--- config.mk ---
export PLATFORM = sky130hd
export DESIGN_NAME = multicycle_control
export DESIGN_NICKNAME = d
export VERILOG_FILES = /design/src/rtl/multicycle_control_pkg.sv /design/src/rtl/multicycle_control_op_class_decode.sv /design/src/rtl/multicycle_control.sv
export SDC_FILE = /design/constraint.sdc
export NUM_CORES = 1
export LEC_CHECK = 0
export CORE_UTILIZATION = 35
export CTS_CLUSTER_DIAMETER = 100
export DETAILED_ROUTE_END_ITERATION = 7
export DONT_BUFFER_PORTS = 1
export RECOVER_POWER = 100
export SLEW_MARGIN = 20
export SYNTH_ARGS = -nofsm -noshare
export SYNTH_HDL_FRONTEND = slang
export SYNTH_SLANG_ARGS = --single-unit
--- constraint.sdc ---
create_clock -name clk -period 2.35 [get_ports clk]
set_input_delay 0.235 -clock clk [delete_from_list [all_inputs] [get_ports clk]]
set_output_delay 0.235 -clock clk [all_outputs]
set_load 0.02 [all_outputs]
--- src/rtl/multicycle_control_pkg.sv ---
// Shared definitions for the LEGv8 multi-cycle controller: state codes, opcode patterns,
// opcode-class bit positions and datapath select encodings.
package multicycle_control_pkg;

  typedef enum logic [3:0] {
    StReset  = 4'd0,
    StFetch  = 4'd1,
    StDecode = 4'd2,
    StExecR  = 4'd3,
    StWbR    = 4'd4,
    StAddr   = 4'd5,
    StMemRd  = 4'd6,
    StWbLd   = 4'd7,
    StMemWr  = 4'd8,
    StBranch = 4'd9,
    StJump   = 4'd10,
    StFault  = 4'd11
  } state_e;

  localparam logic [10:0] OpcAdd  = 11'b10001011000;
  localparam logic [10:0] OpcSub  = 11'b11001011000;
  localparam logic [10:0] OpcAnd  = 11'b10001010000;
  localparam logic [10:0] OpcOrr  = 11'b10101010000;
  localparam logic [10:0] OpcLdur = 11'b11111000010;
  localparam logic [10:0] OpcStur = 11'b11111000000;
  // CBZ and B carry register/offset bits in the low opcode bits, so only prefixes match.
  localparam logic [7:0]  OpcCbz  = 8'b10110100;
  localparam logic [5:0]  OpcB    = 6'b000101;

  localparam int OcR       = 0;
  localparam int OcLd      = 1;
  localparam int OcSt      = 2;
  localparam int OcCbz     = 3;
  localparam int OcB       = 4;
  localparam int OcIllegal = 5;

  localparam logic [1:0] PcSrcBranch = 2'b01;
  localparam logic [1:0] PcSrcJump   = 2'b10;
  localparam logic [1:0] SrcBFour    = 2'b01;
  localparam logic [1:0] SrcBImm     = 2'b10;
  localparam logic [1:0] SrcBImmSh   = 2'b11;
  localparam logic [1:0] AluOpPassB  = 2'b01;
  localparam logic [1:0] AluOpFunct  = 2'b10;

endpackage

--- src/rtl/multicycle_control_op_class_decode.sv ---
// Combinational opcode classifier: exactly one bit of op_class_o is set for any opcode.
module multicycle_control_op_class_decode
  import multicycle_control_pkg::*;
(
  input  logic [10:0] opcode_i,
  output logic [5:0]  op_class_o
);

  always_comb begin
    op_class_o = '0;
    if (opcode_i inside {OpcAdd, OpcSub, OpcAnd, OpcOrr}) begin
      op_class_o[OcR] = 1'b1;
    end else if (opcode_i == OpcLdur) begin
      op_class_o[OcLd] = 1'b1;
    end else if (opcode_i == OpcStur) begin
      op_class_o[OcSt] = 1'b1;
    end else if (opcode_i[10:3] == OpcCbz) begin
      op_class_o[OcCbz] = 1'b1;
    end else if (opcode_i[10:5] == OpcB) begin
      op_class_o[OcB] = 1'b1;
    end else begin
      op_class_o[OcIllegal] = 1'b1;
    end
  end

endmodule

--- src/rtl/multicycle_control.sv ---
// Moore FSM sequencing the LEGv8 multi-cycle datapath, with memory-wait timeout to FAULT.
// Optional performance counters are built when MC_PERF_CNT_EN is defined.
module multicycle_control
  import multicycle_control_pkg::*;
#(
  parameter int unsigned MEM_WAIT_MAX = 15,
  parameter int unsigned CNT_W        = 32
) (
  input  logic             clk,
  input  logic             rst_n,
  input  logic [10:0]      opcode,
  input  logic             zero,
  input  logic             imem_ready,
  input  logic             dmem_ready,
  output logic             imem_read,
  output logic             ir_write,
  output logic             pc_write,
  output logic [1:0]       pc_src,
  output logic             alu_src_a,
  output logic [1:0]       alu_src_b,
  output logic [1:0]       ALUOp,
  output logic             reg2loc,
  output logic             dmem_read,
  output logic             dmem_write,
  output logic             reg_write,
  output logic             mem_to_reg,
  output logic             fault,
  output logic [3:0]       state_dbg,
  output logic [CNT_W-1:0] cycle_cnt,
  output logic [CNT_W-1:0] instr_cnt
);

  state_e     state_q, state_d;
  logic [7:0] wait_q, wait_d;
  logic [5:0] op_class;
  logic       mem_state, mem_ready, wait_hit;

  multicycle_control_op_class_decode u_op_class_decode (
    .opcode_i   (opcode),
    .op_class_o (op_class)
  );

  assign mem_state = state_q inside {StFetch, StMemRd, StMemWr};
  assign mem_ready = (state_q == StFetch) ? imem_ready : dmem_ready;
  // Ready in the same cycle as the last allowed wait still wins.
  assign wait_hit  = mem_state && !mem_ready && (wait_q == 8'(MEM_WAIT_MAX - 1));

  always_ff @(posedge clk or negedge rst_n) begin
    if (!rst_n) begin
      state_q <= StReset;
      wait_q  <= '0;
    end else begin
      state_q <= state_d;
      wait_q  <= wait_d;
    end
  end

  always_comb begin
    state_d = state_q;
    unique case (state_q)
      StReset:  state_d = StFetch;
      StFetch: begin
        if (imem_ready)    state_d = StDecode;
        else if (wait_hit) state_d = StFault;
      end
      StDecode: begin
        unique case (1'b1)
          op_class[OcR]:                 state_d = StExecR;
          op_class[OcLd], op_class[OcSt]: state_d = StAddr;
          op_class[OcCbz]:               state_d = StBranch;
          op_class[OcB]:                 state_d = StJump;
          op_class[OcIllegal]:           state_d = StFault;
          default:                       state_d = StFault;
        endcase
      end
      StExecR:  state_d = StWbR;
      StWbR:    state_d = StFetch;
      StAddr:   state_d = op_class[OcLd] ? StMemRd : StMemWr;
      StMemRd: begin
        if (dmem_ready)    state_d = StWbLd;
        else if (wait_hit) state_d = StFault;
      end
      StWbLd:   state_d = StFetch;
      StMemWr: begin
        if (dmem_ready)    state_d = StFetch;
        else if (wait_hit) state_d = StFault;
      end
      StBranch: state_d = StFetch;
      StJump:   state_d = StFetch;
      StFault:  state_d = StFault;
      default:  state_d = StFault;
    endcase
  end

  // Any state change clears the wait count, which covers entry into every memory state.
  always_comb begin
    wait_d = wait_q;
    if (state_d != state_q) begin
      wait_d = '0;
    end else if (mem_state && !mem_ready) begin
      wait_d = wait_q + 8'd1;
    end
  end

  always_comb begin
    imem_read  = 1'b0;
    ir_write   = 1'b0;
    pc_write   = 1'b0;
    pc_src     = 2'b00;
    alu_src_a  = 1'b0;
    alu_src_b  = 2'b00;
    ALUOp      = 2'b00;
    reg2loc    = 1'b0;
    dmem_read  = 1'b0;
    dmem_write = 1'b0;
    reg_write  = 1'b0;
    mem_to_reg = 1'b0;
    fault      = 1'b0;
    unique case (state_q)
      StFetch: begin
        imem_read = 1'b1;
        alu_src_b = SrcBFour;
        ir_write  = imem_ready;
        pc_write  = imem_ready;
      end
      StDecode: begin
        alu_src_b = SrcBImmSh;
        reg2loc   = op_class[OcSt] | op_class[OcCbz];
      end
      StExecR: begin
        alu_src_a = 1'b1;
        ALUOp     = AluOpFunct;
      end
      StWbR:    reg_write = 1'b1;
      StAddr: begin
        alu_src_a = 1'b1;
        alu_src_b = SrcBImm;
      end
      StMemRd:  dmem_read = 1'b1;
      StWbLd: begin
        reg_write  = 1'b1;
        mem_to_reg = 1'b1;
      end
      StMemWr:  dmem_write = 1'b1;
      StBranch: begin
        alu_src_a = 1'b1;
        ALUOp     = AluOpPassB;
        pc_src    = PcSrcBranch;
        pc_write  = zero;
      end
      StJump: begin
        pc_write = 1'b1;
        pc_src   = PcSrcJump;
      end
      StFault:  fault = 1'b1;
      default:  ;
    endcase
  end

  assign state_dbg = state_q;

`ifdef MC_PERF_CNT_EN
  logic [CNT_W-1:0] cycle_cnt_q, cycle_cnt_d, instr_cnt_q, instr_cnt_d;
  logic             retire;

  assign retire = (state_q inside {StWbR, StWbLd, StBranch, StJump}) ||
                  (state_q == StMemWr && dmem_ready);

  always_comb begin
    cycle_cnt_d = cycle_cnt_q;
    instr_cnt_d = instr_cnt_q;
    if (state_q != StFault) begin
      cycle_cnt_d = cycle_cnt_q + 1'b1;
      if (retire) instr_cnt_d = instr_cnt_q + 1'b1;
    end
  end

  always_ff @(posedge clk or negedge rst_n) begin
    if (!rst_n) begin
      cycle_cnt_q <= '0;
      instr_cnt_q <= '0;
    end else begin
      cycle_cnt_q <= cycle_cnt_d;
      instr_cnt_q <= instr_cnt_d;
    end
  end

  assign cycle_cnt = cycle_cnt_q;
  assign instr_cnt = instr_cnt_q;
`else
  assign cycle_cnt = '0;
  assign instr_cnt = '0;
`endif

endmodule

==> flow_summary_export.csv, run 1 <==
group,metric,value,unit
status,status,"completed",
synth,async_flop_share,1.00,
clock_tree,cts-root-buf,"clkbuf_8",
critical_path,path_class,"reg2out",
route,drc,0,
timing,relSlewSlack,0.624,
critical_path,r2r_slack,0.28,ns
synth,synth_compound_area_frac,0.187,
route,firstDrtPassIters,4,
synth,synth_top_family_by_area,"buffers and inverters",
clock_tree,cts_max_level,1,
die,rows,24,
route,num_vias,1302,
clock_tree,clockBufferDepth,2,
finish,layout.cells.non_filler,264,
die,boundaryPins,100,
synth,synth_xor_area_frac,0.0428,
finish,design_area,1550,µm²
placed_design,postPlaceCellArea,1530,µm²
finish,nNetsFinal,232,
route,wl_per_cell,12.2,µm
finish,syn2layout_area_growth,-5.20,%
timing,fin_setup_tns,0,ns
critical_path,worstPathArrival,1.97,ns
synth,netlist-cell-type-count,55,
route,drt-total-wl,3220,µm
synth,synthMuxAreaShare,0.00612,
global_routing,grt_pass1_vias,1056,
finish,num_antenna_cells,0,
critical_path,critPathRequiredTime,2.12,ns
min_path,hold_class,"in2reg",
placed_design,dp_hpwl,2570,µm
synth,synth-main-ff-cell,"dfrtp_1",
critical_path,reg2reg_to,"wait_q[3]",
global_routing,grt_first_pass_wirelength,5010,µm
timing,rsz0062_at_grt,"false",
placed_design,port_buffers,0,
synth,ys_seq_area_frac,0.183,
route,drtIter0Drc,82,
critical_path,r2r-start,"state_dbg[3]",
synth,avgSynthCellArea,8.14,µm²
die,dieArea,4950,µm²
min_path,hold_start,"dmem_ready",
synth,ys_ff_latch,12,
clock_tree,clk-insertion-delay-late,0.24,ns
timing,setup_viol,0,
critical_path,critPathMaxFanout,6,
synth,postSynthCellCount,201,
timing,fin_crit,2.21,ns
timing,tightest_slew,0.562,ns
global_routing,antenna_found_initial,0,
clock_tree,numCtsBuffers,3,
clock_tree,post_cts_buffers,0,
finish,layout-drive-gt1-share,0.0943,
clock_tree,cts.sinks,12,
pwr,p_per_area,1020,nW/µm²
die,start_util,0.371,
flow_run,max_cap_viol_count,0,
die,dieHeight,70.4,µm
clock_tree,clk_pin_slew,0.05,ns
min_path,min_path_cells,3,
route,viasPerCell,4.93,
timing,fin_crit_sh,0.938,
pwr,ir_drop,0.236,mV
min_path,hold_end,"state_dbg[2]",
critical_path,rr_worst_depth,6,
timing,finalHoldViolCount,0,
global_routing,grt_usage,0.127,
critical_path,endpoint_kind,"primary output",
synth,synth_area,1640,µm²
timing,fin_worst_skew,0.00134,ns
critical_path,crit_path_start_kind,"register",
route,postRouteAntennaNets,0,
clock_tree,cts_tree,"yes",
placed_design,dpl.cell_count,260,
die,core_area,4410,µm²
synth,ys_warn_count,0,
timing,slew_viol_final,0,
synth,synthAdderAreaFrac,0.0153,
timing,max_freq,454,MHz
global_routing,overflow,0,
synth,synth-simple-area-share,0.236,
synth,synth_edf_count,0,
global_routing,grt_max_degree,13,
placed_design,gp_congestion,0.878,
pwr,total_leakage_power,0.723,nW
die,dieWidth,70.4,µm
kinds of logic (layout without fill, tap and decap cells):
logic type,count (synthesis),count (layout)
buffers and inverters,74,22
and+or+nand+nor,62,62
AOI/OAI and AO/OA,41,41
DFF,12,12
xor gates and xnor gates,8,8
adders and majority gates,2,2
other,1,64
muxes,1,1
per-layer routing:
layer,vias to the layer above,part of all wire,track usage
li1,618,-,-
met1,602,0.42,0.165
met2,77,0.46,0.195
met3,5,0.11,0.0404
met4,0,0.013,0.0467
met5,-,0,0
synth_stat cells, drive strengths merged (2+ instances only):
cell type / number / share of area
o2111ai: 3 / 0.016
xnor2: 2 / 0.011
ha: 2 / 0.015
buf: 69 / 0.32
nand3: 2 / 0.0061
and4: 3 / 0.016
o21ai: 11 / 0.034
xor2: 6 / 0.032
and2: 2 / 0.0076
o22a: 2 / 0.011
a21oi: 6 / 0.021
nand2b: 6 / 0.023
or2: 2 / 0.0076
nor3: 3 / 0.012
o31ai: 3 / 0.014
dfrtp: 12 / 0.18
nor2: 14 / 0.032
clkbuf: 4 / 0.0092
and3b: 2 / 0.011
a211o: 2 / 0.011
nor4: 9 / 0.034
nand2: 6 / 0.015
a21boi: 3 / 0.018
and3: 2 / 0.0076
or3: 2 / 0.0076
worst max path at each step:
stage,endpoint,slack [ns],cells after the start,start
final,pc_write,0.14,4,state_dbg[1]
after global routing,wait_q[6],0.04,7,wait_q[0]
after CTS,pc_write,0.30,4,state_dbg[0]
after detailed placement,wait_q[6],0.32,6,state_dbg[3]
after global placement,wait_q[3],0.37,7,wait_q[0]
after floorplan,pc_write,0.40,4,state_dbg[2]
flip-flops by register name (all words and copies together) (netlist names):
name and flops:
state_dbg 4, wait_q 8
critical path: stages, from the launching register on:
cell and delay, ns:
dfrtp_1 0.40, clkbuf_1 0.38, nand2b_1 0.26, nor2_1 0.41, a211o_1 0.28
layout by cell type, fill, tap and decap left out, types with 3 or more instances in the layout:
cell type	instances
o2111ai_1	3
nor4_1	9
nor2_1	14
clkbuf_8	3
dfrtp_1	12
nand2_1	5
nand2b_1	6
buf_4	8
o21ai_0	9
xor2_1	6
and4_1	3
clkbuf_1	9
o31ai_1	3
conb_1	64
a21oi_1	5
cell type report:
type | instances | area [µm²]
clock buffers | 3 | 41.3
repair buffers | 18 | 104
well taps | 52 | 65.1
fillers | 485 | 2860
multi-input cells | 178 | 1040
inverters | 1 | 3.75
flip-flops and latches | 12 | 300
where the power goes:
| part | switching [mW] | internal (mW) |
|---|---|---|
| Sequential | 0.0603 | 0.249 |
| Combinational | 0.733 | 0.356 |
| Clock | 0.0737 | 0.113 |
through the flow:
step                       util  power, mW  hold WS (ns)  setup slack (ns)
after floorplan               -       1.24       -0.0606             0.401
after global placement    0.348       1.45       -0.0601             0.368
after detailed placement  0.348       1.44       -0.0602             0.324
after CTS                 0.359       1.64         0.254             0.304
after global routing      0.351       1.71         0.266            0.0416
final                     0.351       1.58         0.269             0.145
timing repair:
action / in CTS / in global routing
gates resized for setup: 0 / 0
hold buffers: 1 / 0
hold endpoints to repair: 12 / 0
No activity file was read; power rests on OpenSTA's default activity.
==> run 2, diff against run 1 <==
Settings changed: ABC_AREA set to 1.
==> flow_summary_export.csv, run 2 <==
group,metric,value,unit
timing,rsz0062_at_grt,"false",
route,drt-total-wl,2850,µm
clock_tree,cts-root-buf,"clkbuf_8",
timing,relSlewSlack,0.615,
global_routing,antenna_found_initial,0,
synth,synth-main-ff-cell,"dfrtp_1",
route,drc,0,
placed_design,postPlaceCellArea,1450,µm²
global_routing,grt_first_pass_wirelength,4610,µm
synth,ys_warn_count,0,
placed_design,dp_hpwl,2450,µm
clock_tree,clk-insertion-delay-late,0.24,ns
clock_tree,cts_resized,0,
synth,ys_seq_area_frac,0.188,
die,dieArea,4840,µm²
clock_tree,clockBufferDepth,2,
placed_design,dpl.cell_count,297,
pwr,ir_drop,0.230,mV
route,num_vias,1250,
finish,multi_input_area,921,µm²
synth,postSynthCellCount,242,
min_path,hold_class,"in2reg",
critical_path,critPathMaxFanout,6,
clock_tree,post_cts_buffers,0,
synth,async_flop_share,1.00,
global_routing,grt_usage,0.116,
flow_run,max_cap_viol_count,0,
finish,regMostFlops,"wait_q",
finish,num_antenna_cells,0,
synth,avgSynthCellArea,6.60,µm²
finish,final_common_cell,"conb_1",
global_routing,overflow,0,
finish,nNetsFinal,269,
finish,most-common-layout-cells,"conb_1, nand2_1, nor2_1",
clock_tree,cts_tree,"yes",
finish,design_area,1490,µm²
finish,seq_area,300,µm²
finish,syn2layout_area_growth,-6.89,%
synth,synth.largest_area_cell,"buf_4",
synth,synth_top_area_share,0.305,
clock_tree,clk_pin_slew,0.05,ns
timing,fin_crit,2.05,ns
critical_path,endpoint_kind,"primary output",
timing,setup_viol,0,
synth,ys_ff_latch,12,
critical_path,worstPathArrival,1.82,ns
pwr,p_per_area,932,nW/µm²
placed_design,port_buffers,0,
timing,fin_crit_sh,0.874,
route,firstDrtPassIters,4,
clock_tree,cts.sinks,12,
timing,fin_setup_tns,0,ns
timing,postLayoutSetupSlackWorst,0.296,ns
critical_path,critPathRequiredTime,2.12,ns
route,postRouteAntennaNets,0,
synth,synth_area_leaders,"buf_4, dfrtp_1, nand2_1, nor2_1, inv_1",
synth,netlist-cell-type-count,25,
global_routing,grt_pass1_vias,1037,
route,viasPerCell,4.14,
clock_tree,cts_max_level,1,
die,dieHeight,69.6,µm
placed_design,gp_congestion,0.797,
die,start_util,0.364,
timing,fin_worst_skew,0.000389,ns
route,drtIter0Drc,40,
die,rows,24,
pwr,total_leakage_power,0.851,nW
die,boundaryPins,100,
timing,max_freq,487,MHz
critical_path,crit_path_start_kind,"register",
finish,utilization,0.339,
timing,slew_viol_final,0,
synth,ys_top_cells_by_count,"buf_4, nand2_1, nor2_1, inv_1, nand3_1",
timing,whs,0.312,ns
finish,largest_reg_flops,8,
timing,finalHoldViolCount,0,
synth,yosysMostFrequentCell,"buf_4",
clock_tree,numCtsBuffers,3,
status,status,"completed",
timing,tightest_slew,0.575,ns
critical_path,path_class,"reg2out",
global_routing,grt_max_degree,13,
route,wl_per_cell,9.42,µm
synth,synth_edf_count,0,
finish,final.fill_count,484,
synth,synth_area,1600,µm²
finish,layout-drive-gt1-share,0.0720,
die,core_area,4380,µm²
pwr,p_total,1.39,mW
die,dieWidth,69.6,µm
finish,layout.cells.non_filler,302,
placed_design,dp_slack,0.424,ns
[run 2: changes by cell type after synthesis, moves of 6 or more]
cell | previous run | this run
nor4_1 | 9 | 0
nand3_1 | 2 | 13
nand4_1 | 0 | 6
inv_1 | 1 | 27
nor2_1 | 14 | 32
nand2_1 | 5 | 41
nand2b_1 | 6 | 0
[run 2: repair_timing]
item                                    in CTS  in global routing
endpoints found under the setup margin       0                  0
hold endpoints to repair                    12                  0
hold buffers                                 1                  0
[run 2: final cells by class]
type	count	share of cell area
Multi-Input combinational cell	198	0.619
Clock buffer	4	0.0370
Inverter	30	0.0757
Tap cell	52	0.0437
Timing Repair Buffer	6	0.0227
Sequential cell	12	0.202
[run 2: worst paths after layout]
path | depth (start not counted) | to | start | slack [ns]
worst max-delay path | 5 | reg2loc | state_dbg[3] | 0.30
worst min-delay path | 4 | state_dbg[2] | dmem_ready | 0.31
worst max register to register | 11 | wait_q[1] | state_dbg[3] | 0.37
worst min register to register | 3 | wait_q[7] | wait_q[7] | 0.56
max in group asynchronous | 1 | wait_q[2] | rst_n | 1.55
min in group asynchronous | 1 | wait_q[6] | rst_n | 0.43
[run 2: report_power, final]
part / internal, mW / switching [mW] / total, mW
combinational: 0.206 / 0.612 / 0.818
sequential: 0.248 / 0.0898 / 0.338
clock: 0.148 / 0.0814 / 0.230
[run 2: metal layers]
layer  track usage  share of wire
met4        0.0476          0.015
met5             0              0
met1         0.136           0.43
met2         0.207           0.49
met3        0.0218          0.064
[run 2: logic make-up after synthesis]
group,count (synthesis),synth area share
AO/OA/AOI/OAI,15,0.0501
XOR/XNOR,5,0.0274
adder cells (fa/ha/maj),2,0.0157
buffers and inverters,95,0.376
flip-flops,12,0.188
other,1,0.00235
AND/OR/NAND/NOR,112,0.341
[run 2: worst max-delay path, stage by stage, from the launching register on]
cell and delay [ns]:
dfrtp_1 0.51, nor2_1 0.29, inv_1 0.13, nor2_4 0.16, inv_1 0.09, a21oi_1 0.39
==> run 3, diff against run 2 <==
Settings changed: SYNTH_HIERARCHICAL set to 1.
==> flow_summary_export.csv, run 3 <==
group,metric,value,unit
global_routing,antenna_found_initial,0,
route,drt-total-wl,2840,µm
synth,postSynthCellCount,253,
die,boundaryPins,100,
finish,regMostFlops,"wait_q",
pwr,seqPwrFrac,0.377,
synth,avgSynthCellArea,6.60,µm²
timing,relSlewSlack,0.628,
critical_path,crit_path_top_delay_cell,"dfrtp_1",
pwr,p_per_area,352,nW/µm²
timing,fin_setup_tns,0,ns
clock_tree,cts.sinks,12,
placed_design,dp_hpwl,2450,µm
die,dieArea,5050,µm²
critical_path,path_class,"reg2out",
timing,tightest_slew,0.556,ns
status,status,"complete, but fails checks",
clock_tree,cts_tree,"yes",
global_routing,grt_first_pass_wirelength,4700,µm
die,rows,24,
clock_tree,numCtsBuffers,3,
route,drc,7,
route,postRouteAntennaNets,0,
clock_tree,ctsHoldBuffers,1,
timing,fin_worst_skew,0.00217,ns
finish,final_common_cell,"conb_1",
flow_run,max_cap_viol_count,0,
pwr,p_switching,0.185,mW
clock_tree,clk_pin_slew,0.06,ns
global_routing,met3_usage,0.0228,
finish,layout.cells.non_filler,313,
global_routing,overflow,0,
pwr,p_total,0.548,mW
clock_tree,cts_max_level,1,
route,viasPerCell,4.12,
global_routing,use_met2,0.183,
global_routing,grt_usage,0.115,
finish,nNetsFinal,280,
placed_design,postPlaceCellArea,1520,µm²
route,num_vias,1288,
clock_tree,post_cts_buffers,0,
critical_path,critPathRequiredTime,2.12,ns
placed_design,gp_congestion,0.827,
die,dieHeight,71.1,µm
placed_design,port_buffers,0,
timing,setup_viol,0,
critical_path,worstPathArrival,1.88,ns
critical_path,endpoint_kind,"primary output",
finish,syn2layout_area_growth,-6.67,%
route,wl_per_cell,9.08,µm
pwr,power.share.switching,0.338,
critical_path,cpPeakStageDelay,0.57,ns
global_routing,grt_max_degree,13,
global_routing,use_met1,0.155,
timing,fin_crit_sh,0.900,
status,violations,"design-rule violations",
die,core_area,4470,µm²
critical_path,r2r_slack,0.29,ns
timing,max_freq,473,MHz
finish,final.fill_count,495,
critical_path,critPathMaxFanout,7,
clock_tree,clockBufferDepth,2,
timing,slew_viol_final,0,
pwr,intPower,0.362,mW
critical_path,crit_path_start_kind,"register",
pwr,total_leakage_power,0.928,nW
timing,fin_crit,2.12,ns
finish,utilization,0.348,
pwr,clock_power_share,0.416,
critical_path,crit_chain,"inv_1, nor2_1, inv_1, nor2_1, clkbuf_1, a211o_1",
synth,ys_warn_count,6,
pwr,ir_drop,0.154,mV
min_path,hold_class,"in2reg",
die,start_util,0.373,
finish,most-common-layout-cells,"conb_1, nand2_1, inv_1",
finish,num_antenna_cells,0,
clock_tree,cts-root-buf,"clkbuf_8",
clock_tree,cts_resized,0,
timing,rsz0062_at_grt,"false",
timing,finalHoldViolCount,0,
pwr,power_frac_comb,0.206,
global_routing,grt_pass1_vias,1049,
clock_tree,clk-insertion-delay-late,0.24,ns
finish,largest_reg_flops,8,
placed_design,dpl.cell_count,308,
route,firstDrtPassIters,6,
finish,layout-drive-gt1-share,0.103,
global_routing,grt_busiest_layer,"met2",
synth,synth_area,1670,µm²
die,dieWidth,71.1,µm
route,drtIter0Drc,101,
finish,design_area,1560,µm²
==> run 3: per-layer routing <==
layer  part of all wire  routed length (µm)  vias up
met5                  0                   0        -
met4              0.012                  34        0
met3              0.088                 249        4
met2               0.46                1320       65
met1               0.44                1240      561
li1                   -                   -      658
==> run 3: final cells by class <==
class	count	area (µm²)	share of cell area
multi-input cells	200	961	0.617
well taps	52	65.1	0.0418
repair buffers	6	30.0	0.0193
clock buffers	4	55.1	0.0353
flip-flops and latches	12	300	0.193
inverters	39	146	0.0940
==> run 3: final timing paths <==
check,startpoint,to,cells after the start
setup / recovery,state_dbg[3],pc_write,6
hold / removal,dmem_ready,state_dbg[0],4
setup reg to reg,state_dbg[3],wait_q[2],14
hold reg to reg,wait_q[7],wait_q[7],2
max in group asynchronous,rst_n,wait_q[2],1
min in group asynchronous,rst_n,wait_q[4],1
==> run 3: power by group through the flow <==
stage | Sequential, mW | Combinational (mW) | Clock [mW]
detailed placement | 0.210 | 0.106 | 0
CTS | 0.207 | 0.112 | 0.233
global placement | 0.210 | 0.106 | 0
floorplan | 0.210 | 0.186 | 0
finish | 0.207 | 0.113 | 0.228
global route | 0.207 | 0.123 | 0.244
==> run 3: per-stage QoR <==
stage | worst slack [ns] | hold slack (ns)
floorplan | 0.511 | -0.0606
global placement | 0.362 | -0.0602
detailed placement | 0.320 | -0.0603
CTS | 0.255 | 0.285
global route | 0.0864 | 0.298
finish | 0.234 | 0.292
==> run 3: worst max-delay path: cells and delay by family, from the launching register on <==
kind / cells / cell delay [ns]
AOI/OAI and AO/OA: 1 / 0.25
and+or+nand+nor: 2 / 0.30
buffers and inverters: 3 / 0.50
DFF: 1 / 0.57
